## src/rtl/gb_timer.sv

```systemverilog
// rtl/gb_timer.sv - DMG timer/divider peripheral (DIV, TIMA, TMA, TAC at $FF04-$FF07)
module gb_timer #(
   parameter logic [15:0] DIV_INIT  = 16'h0000,
   parameter int          OVF_DELAY = 4
) (
   input  logic        clk,
   input  logic        rst,
   input  logic [15:0] ADDR,
   input  logic        WR,
   input  logic        RD,
   input  logic [7:0]  MMIO_DATA_out,
   output logic [7:0]  MMIO_DATA_in,
   output logic        IRQ_TIMER
);

   localparam logic [2:0] OVF_LAST = 3'(OVF_DELAY);

   logic [15:0] sys_cnt;
   logic [7:0]  tima;
   logic [7:0]  tma;
   logic [2:0]  tac;
   logic [2:0]  ovf_cnt;
   logic        tin_d;

   logic sel_bit;
   logic tin;
   logic tick;
   logic reload;
   logic wr_div;
   logic wr_tima;
   logic wr_tma;
   logic wr_tac;
   logic unused_rd;

   // Reads are purely address-decoded, so the read strobe carries no information here.
   assign unused_rd = RD;

   always_comb begin
      sel_bit = sys_cnt[9];
      case (tac[1:0])
         2'b00:   sel_bit = sys_cnt[9];
         2'b01:   sel_bit = sys_cnt[3];
         2'b10:   sel_bit = sys_cnt[5];
         default: sel_bit = sys_cnt[7];
      endcase
   end

   // Falling-edge detect on the gated tap: DIV writes and TAC changes can tick TIMA too.
   assign tin    = tac[2] & sel_bit;
   assign tick   = tin_d & ~tin;
   assign reload = (ovf_cnt == OVF_LAST);

   assign wr_div  = WR && (ADDR == 16'hFF04);
   assign wr_tima = WR && (ADDR == 16'hFF05);
   assign wr_tma  = WR && (ADDR == 16'hFF06);
   assign wr_tac  = WR && (ADDR == 16'hFF07);

   always_ff @(posedge clk) begin
      if (rst) begin
         sys_cnt <= DIV_INIT;
         tima    <= 8'h00;
         tma     <= 8'h00;
         tac     <= 3'b000;
         ovf_cnt <= 3'd0;
         tin_d   <= 1'b0;
      end else begin
         tin_d   <= tin;
         sys_cnt <= wr_div ? 16'h0000 : sys_cnt + 16'd1;
         if (wr_tma) begin
            tma <= MMIO_DATA_out;
         end
         if (wr_tac) begin
            tac <= MMIO_DATA_out[2:0];
         end
         // Reload clk beats a TIMA write and any tick; a TMA write lands straight in TIMA.
         if (reload) begin
            tima    <= wr_tma ? MMIO_DATA_out : tma;
            ovf_cnt <= 3'd0;
         end else if (wr_tima) begin
            tima    <= MMIO_DATA_out;
            ovf_cnt <= 3'd0;
         end else begin
            if (ovf_cnt != 3'd0) begin
               ovf_cnt <= ovf_cnt + 3'd1;
            end
            if (tick) begin
               if (tima == 8'hFF) begin
                  tima    <= 8'h00;
                  ovf_cnt <= 3'd1;
               end else begin
                  tima <= tima + 8'd1;
               end
            end
         end
      end
   end

   assign IRQ_TIMER = reload & ~rst;

   always_comb begin
      MMIO_DATA_in = 8'hFF;
      case (ADDR)
         16'hFF04: MMIO_DATA_in = sys_cnt[15:8];
         16'hFF05: MMIO_DATA_in = (ovf_cnt != 3'd0) ? 8'h00 : tima;
         16'hFF06: MMIO_DATA_in = tma;
         16'hFF07: MMIO_DATA_in = {5'b11111, tac};
         default:  MMIO_DATA_in = 8'hFF;
      endcase
   end

endmodule

```

## config.mk

```make
export PLATFORM = sky130hd
export DESIGN_NAME = gb_timer
export DESIGN_NICKNAME = d
export VERILOG_FILES = /design/src/rtl/gb_timer.sv
export SDC_FILE = /design/constraint.sdc
export NUM_CORES = 1
export LEC_CHECK = 0
export BUFFER_PORTS_ARGS = -buffer_cell sky130_fd_sc_hd__buf_2
export CORE_AREA = 10 10 106 108
export CTS_CLUSTER_DIAMETER = 80
export CTS_CLUSTER_SIZE = 16
export DETAILED_ROUTE_END_ITERATION = 12
export DIE_AREA = 0 0 116 118
export HOLD_SLACK_MARGIN = 0.12
export RECOVER_POWER = 100
export REMOVE_ABC_BUFFERS = 1
export SYNTH_ARGS = -nofsm -noshare
export SYNTH_HDL_FRONTEND = slang
export SYNTH_SLANG_ARGS = --single-unit
```

## constraint.sdc

```tcl
create_clock -name clk -period 2.65 [get_ports clk]
set_clock_uncertainty 0.05 [all_clocks]
set_input_delay 0.265 -clock clk [delete_from_list [all_inputs] [get_ports clk]]
set_output_delay 0.265 -clock clk [all_outputs]
set_load 0.05 [all_outputs]
```

==> results of run 1 <==
-- flip-flops by register name, summed over array words and instances, names as in the netlist --
| register | count |
|---|---|
| sys_cnt | 16 |
| tac | 3 |
| ovf_cnt | 3 |
| tma | 8 |
| tima | 8 |
| tin_d | 1 |
-- metrics by stage --
step	instances	power (mW)	area, µm²
after floorplan	259	0.6322	2172
after global placement	408	0.6720	2509
after detailed placement	408	0.6740	2509
after CTS	416	1.124	2609
after global routing	416	1.161	2585
final	416	1.102	2585
-- layer usage --
metal	vias to the layer above	part of all wire [%]	track usage, %	routed length [µm]
met5	-	0	0	0
met4	0	2.1	3.052	127
met3	12	4.6	3.160	277
met2	37	51	14.76	3063
met1	933	42	10.34	2515
li1	1032	-	-	-
-- Yosys cell counts, types with 2 or more instances --
cell                        n  area share, %
sky130_fd_sc_hd__o21ai_0   11            2.5
sky130_fd_sc_hd__ha_1       4            2.3
sky130_fd_sc_hd__and2_1     3           0.84
sky130_fd_sc_hd__nor3_1     4           0.90
sky130_fd_sc_hd__xnor2_1    4            1.6
sky130_fd_sc_hd__nand4_1    9            2.5
sky130_fd_sc_hd__xor2_1    11            4.3
sky130_fd_sc_hd__o211ai_1   5            1.7
sky130_fd_sc_hd__mux2i_1   11            5.0
sky130_fd_sc_hd__nand2_1   35            5.9
sky130_fd_sc_hd__a22oi_1    4            1.4
sky130_fd_sc_hd__nand3_1   19            4.3
sky130_fd_sc_hd__buf_2      4           0.90
sky130_fd_sc_hd__and3_1     9            2.5
sky130_fd_sc_hd__a21oi_1    7            1.6
sky130_fd_sc_hd__nor2b_1    2           0.56
sky130_fd_sc_hd__dfxtp_1   39             35
sky130_fd_sc_hd__or3_1      3           0.84
sky130_fd_sc_hd__a31oi_1    2           0.56
sky130_fd_sc_hd__a211oi_2   2            1.1
sky130_fd_sc_hd__nand2b_1   5            1.4
sky130_fd_sc_hd__mux2_2     3            1.5
sky130_fd_sc_hd__clkbuf_1   6            1.0
sky130_fd_sc_hd__nor2_1    38            6.4
sky130_fd_sc_hd__inv_1      6            1.0
-- worst register-to-register path, cell delays in order, from the launching register on --
cell and delay, ns:
sky130_fd_sc_hd__dfxtp_1 0.38, sky130_fd_sc_hd__mux4_2 0.57, sky130_fd_sc_hd__nand2_1 0.09, sky130_fd_sc_hd__nand2_1 0.16, sky130_fd_sc_hd__nand2_1 0.29, sky130_fd_sc_hd__nor3b_1 0.08
sky130_fd_sc_hd__a311o_1 0.32
-- logic make-up after synthesis --
group | synth area share, %
and+or+nand+nor | 30.97
AOI/OAI and AO/OA | 14.47
DFF | 35.14
buffers and inverters | 3.266
muxes | 7.995
xor gates and xnor gates | 5.912
adders and majority gates | 2.252
-- final cells by class --
cell class              count  area share [%]
repair buffers             38           7.212
clock buffers               8           3.872
inverters                   6          0.8712
well taps                 111           5.373
multi-input cells         214           52.47
flip-flops and latches     39           30.20
-- worst max path at each step --
stage / start / to / slack, ns / depth (start not counted)
final: ovf_cnt[0] / MMIO_DATA_in[7] / 0.32 / 6
after global routing: ovf_cnt[0] / MMIO_DATA_in[5] / 0.18 / 6
after CTS: ovf_cnt[0] / MMIO_DATA_in[6] / 0.48 / 6
after detailed placement: ADDR[0] / MMIO_DATA_in[6] / 0.52 / 6
after global placement: ADDR[0] / MMIO_DATA_in[6] / 0.53 / 6
after floorplan: ADDR[6] / tima[5] / 0.39 / 6
-- power by group --
| group | total (mW) | leakage [nW] | switching, mW | internal, mW |
|---|---|---|---|---|
| Combinational | 0.0650 | 0.622 | 0.0386 | 0.0264 |
| Clock | 0.444 | 0.0515 | 0.206 | 0.238 |
| Sequential | 0.593 | 0.315 | 0.00373 | 0.589 |
==> reports/results.txt, run 1 <==
The run finished with clean final reports. The worst register-to-register path begins at tac[1]. The number of distinct library cells after synthesis is 49. The tree is rooted in a sky130_fd_sc_hd__clkbuf_8. The core occupancy in the finished layout was 28.38%.

The critical path goes through inv_1 -> ha_1 -> and4b_1 -> nand2_1 -> nand4_1 -> clkbuf_1. The final hold violation count is 0, and the average instance area after synthesis is 8.230 µm². After clock tree synthesis, the setup repair step added 0 buffers.

The worst register-to-register path ends at tima[5]. The top cell types in the final layout, fill and taps aside, are 39 x sky130_fd_sc_hd__dfxtp_1, 38 x sky130_fd_sc_hd__nor2_1, 35 x sky130_fd_sc_hd__nand2_1, 32 x sky130_fd_sc_hd__buf_2, 19 x sky130_fd_sc_hd__nand3_1. The path with the worst hold slack has its endpoint at tma[6]. Among all flip-flop cells after synthesis, the most frequent one is sky130_fd_sc_hd__dfxtp_1. Before CTS, the worst setup slack after placement is 0.5216 ns. Counting both buffers and inverters, the worst setup path holds a total of 2.

The total grt overflow came out at 0. The starting density of the core is 24.40%. The worst setup path is launched from a flip-flop.

Post-CTS repair changed the size of 0 cells. For the maximum clock frequency, the log shows 0.4286 GHz. Clock-pin slew was measured on the worst setup and hold paths at 0.08 ns.

The top-level I/O count was 37; the clock period minus final worst setup slack was 2.333 ns. The register-to-register setup slack is 0.60 ns. For the total negative slack for setup checks, the log shows 0 ns. TritonCTS created 5 clock buffers. The worst hold path begins at MMIO_DATA_out[6].

The multi-input gate area in the final layout was 1356 µm²; the synthesis warning total was 0. Peak supply drop: 170.0 µV. The tools report the maximum number of pins on one net before global-route repair as 22. The wire-length estimate of the detail-placed layout is 4.598 mm.

The average wire length per cell after detail routing is 14.38 µm, and the number of hold-repair buffers added at the cts stage is 0. Dividing total power by cell area gives a power density of 426.4 nW/µm². Setup violations remaining at the end of the flow were counted as 0. In the global route stage, overall resource usage came out at 8.942%. Clock tree synthesis found a total of 39 sinks. At the end of routability-driven placement, the weighted congestion stood at 0.8148.

0 antenna diodes ended up in the layout. The slowest stage of the critical path is the sky130_fd_sc_hd__clkbuf_1 cell. Hold timing on the final database bottoms out at a slack of 0.1847 ns. Critical setup path kind: flip-flop to output pin. Grouping stages by cell kind, the critical path spends the most delay in simple AND/OR/NAND/NOR gates. The total number of H-tree levels is 2.

The count of buffers from port buffering was 35. STA classifies the critical path endpoint as an output pin. The tool flagged a number of max-cap violations equal to 0.

Data on the critical path is required at its endpoint by 2.34 ns. Counting along the longest clock path gives a buffer depth of 2. The number of enable-type register cells in the synthesized netlist is 0.

The region available for standard cell placement spans 9109 µm². TritonCTS built the clock tree. The final layout contains 336 nets.

Share of post-route cells with drive strength above 1: 16.72%. The run gives 5.983 mm as the final wirelength. In the finished design, the share of the clock period the worst path needs comes to 88.04%. Final max-slew violation count: 0. Setup slack closes at 0.3170 ns. Of all nets on the critical path, the largest fanout is 8.

For the register area, the log shows 780.7 µm². The first global-routing pass estimated 9.956 mm of wire. The share of flip-flops with an asynchronous set or reset was 0%. Counting every instance in the synthesized netlist gives 270.

Across all layers, the routed design uses 2014 vias. The number of fillers in the final layout is 988, and the via density per instance is 4.841. The final routed DRC violation total was 0. The clock reaches the later pin of the worst-skew pair after 0.29 ns.

The run gives 22.79% as the remaining max-slew budget at the tightest pin. The worst hold path belongs to the class input port to flip-flop. The pre-antenna-repair detailed-routing pass consisted of 4 iterations. Number of rows in the core area: 35.

For the post-synthesis sequential area ratio, the log shows 35.14%. The floorplan step defined a die boundary enclosing 13690 µm². The data arrival time of the critical path came out at 2.02 ns. The logs give 0 for the antenna violation net count after detailed routing and 0.9876 nW for the standby leakage power.

Measured along the y axis, the die boundary spans 118 µm. The die is 116 µm wide. At the pin with the least slew margin, the transition time is 1.151 ns. For the initial antenna violation count, the log shows 0. The number of global-route vias before repair was 1977; the flip-flop and latch count after synthesis was 39. In this run, the number of DRC markers left after iteration 0 of detailed routing was 73.

From synthesis to final layout, the design area changed by 16.33%. The number of cells traversed by the worst hold path is 3, and the critical path's largest stage delay is 0.49 ns. The worst register-to-register path has a depth of 6. Setup repair after global routing left no endpoint under its margin. After synthesis the cells add up to 2222 µm². Leaving out fill and tap cells, the most frequent cell in the layout is sky130_fd_sc_hd__dfxtp_1.
Note: power is estimated with default switching activity, not from simulation.
==> inputs of run 2 (changes only) <==
--- a/config.mk
+++ b/config.mk
@@ -5,13 +5,14 @@
 export SDC_FILE = /design/constraint.sdc
 export NUM_CORES = 1
 export LEC_CHECK = 0
-export BUFFER_PORTS_ARGS = -buffer_cell sky130_fd_sc_hd__buf_2
 export CORE_AREA = 10 10 106 108
 export CTS_CLUSTER_DIAMETER = 80
 export CTS_CLUSTER_SIZE = 16
 export DETAILED_ROUTE_END_ITERATION = 12
 export DIE_AREA = 0 0 116 118
+export DONT_BUFFER_PORTS = 1
 export HOLD_SLACK_MARGIN = 0.12
+export MAX_ROUTING_LAYER = met4
 export RECOVER_POWER = 100
 export REMOVE_ABC_BUFFERS = 1
 export SYNTH_ARGS = -nofsm -noshare
==> reports/results.txt, run 2 (synthesis results as in run 1) <==
The flow ran to the end, and the final reports show no timing, DRC or antenna violations. For this block, the via count after detailed routing is 1954. After routing the design area is 2509 µm². Maximum net fanout on the critical path: 9. Of the total power, registers draw 56.1%.

The routed design has 6.234 mm of wire. The post-place setup slack was 0.4701 ns; the required time of the critical path was 2.84 ns. The relative area change from synthesis to final layout was 12.89%. The worst-skew pair later-pin latency was 0.29 ns. Initial antenna violation count: 0. The tool flagged a number of max-cap violations equal to 0. In this run switching power makes up 22.90% of total power. Setup violations remaining at the end of the flow were counted as 0. The floorplan step defined a die boundary enclosing 13690 µm². The total grt overflow came out at 0. The largest registers in the layout are sys_cnt: 16 flops, tima: 8 flops, tma: 8 flops. For the cell internal power dissipation, the log shows 0.8147 mW. The tree is rooted in a sky130_fd_sc_hd__clkbuf_8. In this run, the number of DRC markers left after iteration 0 of detailed routing was 90.

The total negative slack for setup checks came out at 0 ns. The sequential cells in the finished layout cover a total of 780.7 µm². The initial utilization of the core area, before any placement, comes to 24.40%. The number of resized instances in the post-cts repair step was 0; the core area was 9109 µm².

In this run the deepest clock path goes through 2 buffers. The number of antenna diodes in the final layout is 0. The first detailed-routing pass ran for 4 iterations. Entering global routing, the biggest net connects 18 pins.

Leaving out fill and tap cells, the most frequent cell in the layout is sky130_fd_sc_hd__dfxtp_1. The via density per instance works out to 4.910. In the global route stage, overall resource usage came out at 9.097%. The worst setup path is captured at a flip-flop.

In this run the cell area measured after placement is 2394 µm². Subtracting the final worst setup slack from the clock period gives 2.339 ns. The peak supply drop was 190.4 µV.

The run gives 5 as the CTS buffer count. Remaining max-slew budget at the tightest pin: 26.48%. Buffers added to address setup during post-CTS repair amount to 0. Average wire length per cell after detail routing: 15.66 µm. The register with the most flip-flops in the layout has 16 of them. The final-stage net count was 319; the final critical-path share of the clock period was 88.28%. In this run, the combinational gates consume 4.2% of the power. For the final hold violation count, the log shows 0. For this run, design rule violations remaining after detail routing come to 0. Of the cells placed in the final design, the portion with a size suffix greater than 1 is 8.711%. The H-tree generated during clock tree synthesis spans 2 levels.

The multi-input gate area in the final layout is 1320 µm². The net load switching power is 0.2419 mW. For this design, the sink count on the clock tree is 39. Setup slack closes at 0.3106 ns.

For this run, the top clock speed supported by timing is 0.4275 GHz. For the global-route wire length before repair, the log shows 9.791 mm. 37 I/O pins were placed. The critical path in this run is classified as flip-flop to flip-flop. The logs give 35 for the number of rows in the core area and 0.9265 nW for the standby leakage power.

sys_cnt holds more flip-flops than any other register. The die is 116 µm wide. Setup repair after global routing left no endpoint under its margin. The final max-slew violation count is 0. The detail route stage leaves a number of antenna-violating nets equal to 0.

The total power density per cell area is 421.2 nW/µm², and the y dimension of the die is 118 µm. Per report_power, the clock group accounts for 39.6% of the total. At the pin with the least slew margin, the transition time is 1.096 ns. Fill cells in the final layout number 983.

The clock slew seen by the registers of the worst setup and hold paths is 0.08 ns. Detailed placement finished with a half-perimeter wire length of 4.549 mm. The data arrival time of the critical path came out at 2.53 ns. The count of buffers from port buffering is 0.

The worst setup path is launched from a flip-flop. Type of the most critical hold path: input port to flip-flop. The routability congestion estimate was 0.8735.

The number of global-route vias before repair is 1931. The top cell types in the final layout, fill and taps aside, are 39 x sky130_fd_sc_hd__dfxtp_1, 38 x sky130_fd_sc_hd__nor2_1, 35 x sky130_fd_sc_hd__nand2_1, 19 x sky130_fd_sc_hd__nand3_1. TritonCTS built the clock tree.
## run 2: power groups by stage
stage / Combinational, mW / Clock, mW / Sequential, mW
floorplan: 0.0262 / 0 / 0.606
CTS: 0.0488 / 0.425 / 0.593
global placement: 0.0312 / 0 / 0.607
global route: 0.0493 / 0.445 / 0.594
finish: 0.0448 / 0.419 / 0.593
detailed placement: 0.0312 / 0 / 0.607
## run 2: path summary, 6_finish.rpt
path / from / slack (ns) / to / depth (start not counted)
worst max-delay path: ovf_cnt[0] / 0.31 / tima[5] / 7
worst min-delay path: MMIO_DATA_out[5] / 0.20 / tima[5] / 2
worst max register to register: ovf_cnt[0] / 0.31 / tima[5] / 7
worst min register to register: tma[3] / 0.44 / tima[3] / 2
## run 2: routing by layer
metal  track usage (%)  share of wire, %
met1             9.982                42
met2             15.61                53
met3             2.294               4.4
met4             2.817              0.58
met5                 -                 0
## run 2: through the flow
| step | hold WS [ns] | cells | utilization [%] | total power [mW] |
|---|---|---|---|---|
| 5_1_grt | 0.2005 | 398 | 27.54 | 1.088 |
| 3_3_place_gp | 0.2876 | 381 | 26.28 | 0.6378 |
| 3_5_place_dp | 0.2898 | 381 | 26.28 | 0.6379 |
| 2_1_floorplan | 0.2796 | 259 | - | 0.6322 |
| 6_report | 0.2024 | 398 | 27.54 | 1.057 |
| 4_1_cts | 0.1825 | 398 | 28.34 | 1.067 |
## run 2: timing repair
action                                 CTS  global route
setup endpoints to repair                0             0
hold buffers                            10             0
endpoints found under the hold margin   18             0
## run 2: cell type report
type                            instances  area share [%]
Clock buffer                            6           3.292
Clock inverter                          1          0.1995
Inverter                                6          0.8978
Multi-Input combinational cell        214           52.62
Sequential cell                        39           31.12
Tap cell                              111           5.536
Timing Repair Buffer                   21           6.334
## run 2: worst max-delay path, cell delays in order (launching register included)
cell and delay (ns):
sky130_fd_sc_hd__dfxtp_1 0.38, sky130_fd_sc_hd__inv_1 0.08, sky130_fd_sc_hd__ha_1 0.26, sky130_fd_sc_hd__and2_0 0.38
sky130_fd_sc_hd__a31oi_2 0.47, sky130_fd_sc_hd__nand2_1 0.28, sky130_fd_sc_hd__nor3b_1 0.26, sky130_fd_sc_hd__a311o_1 0.13
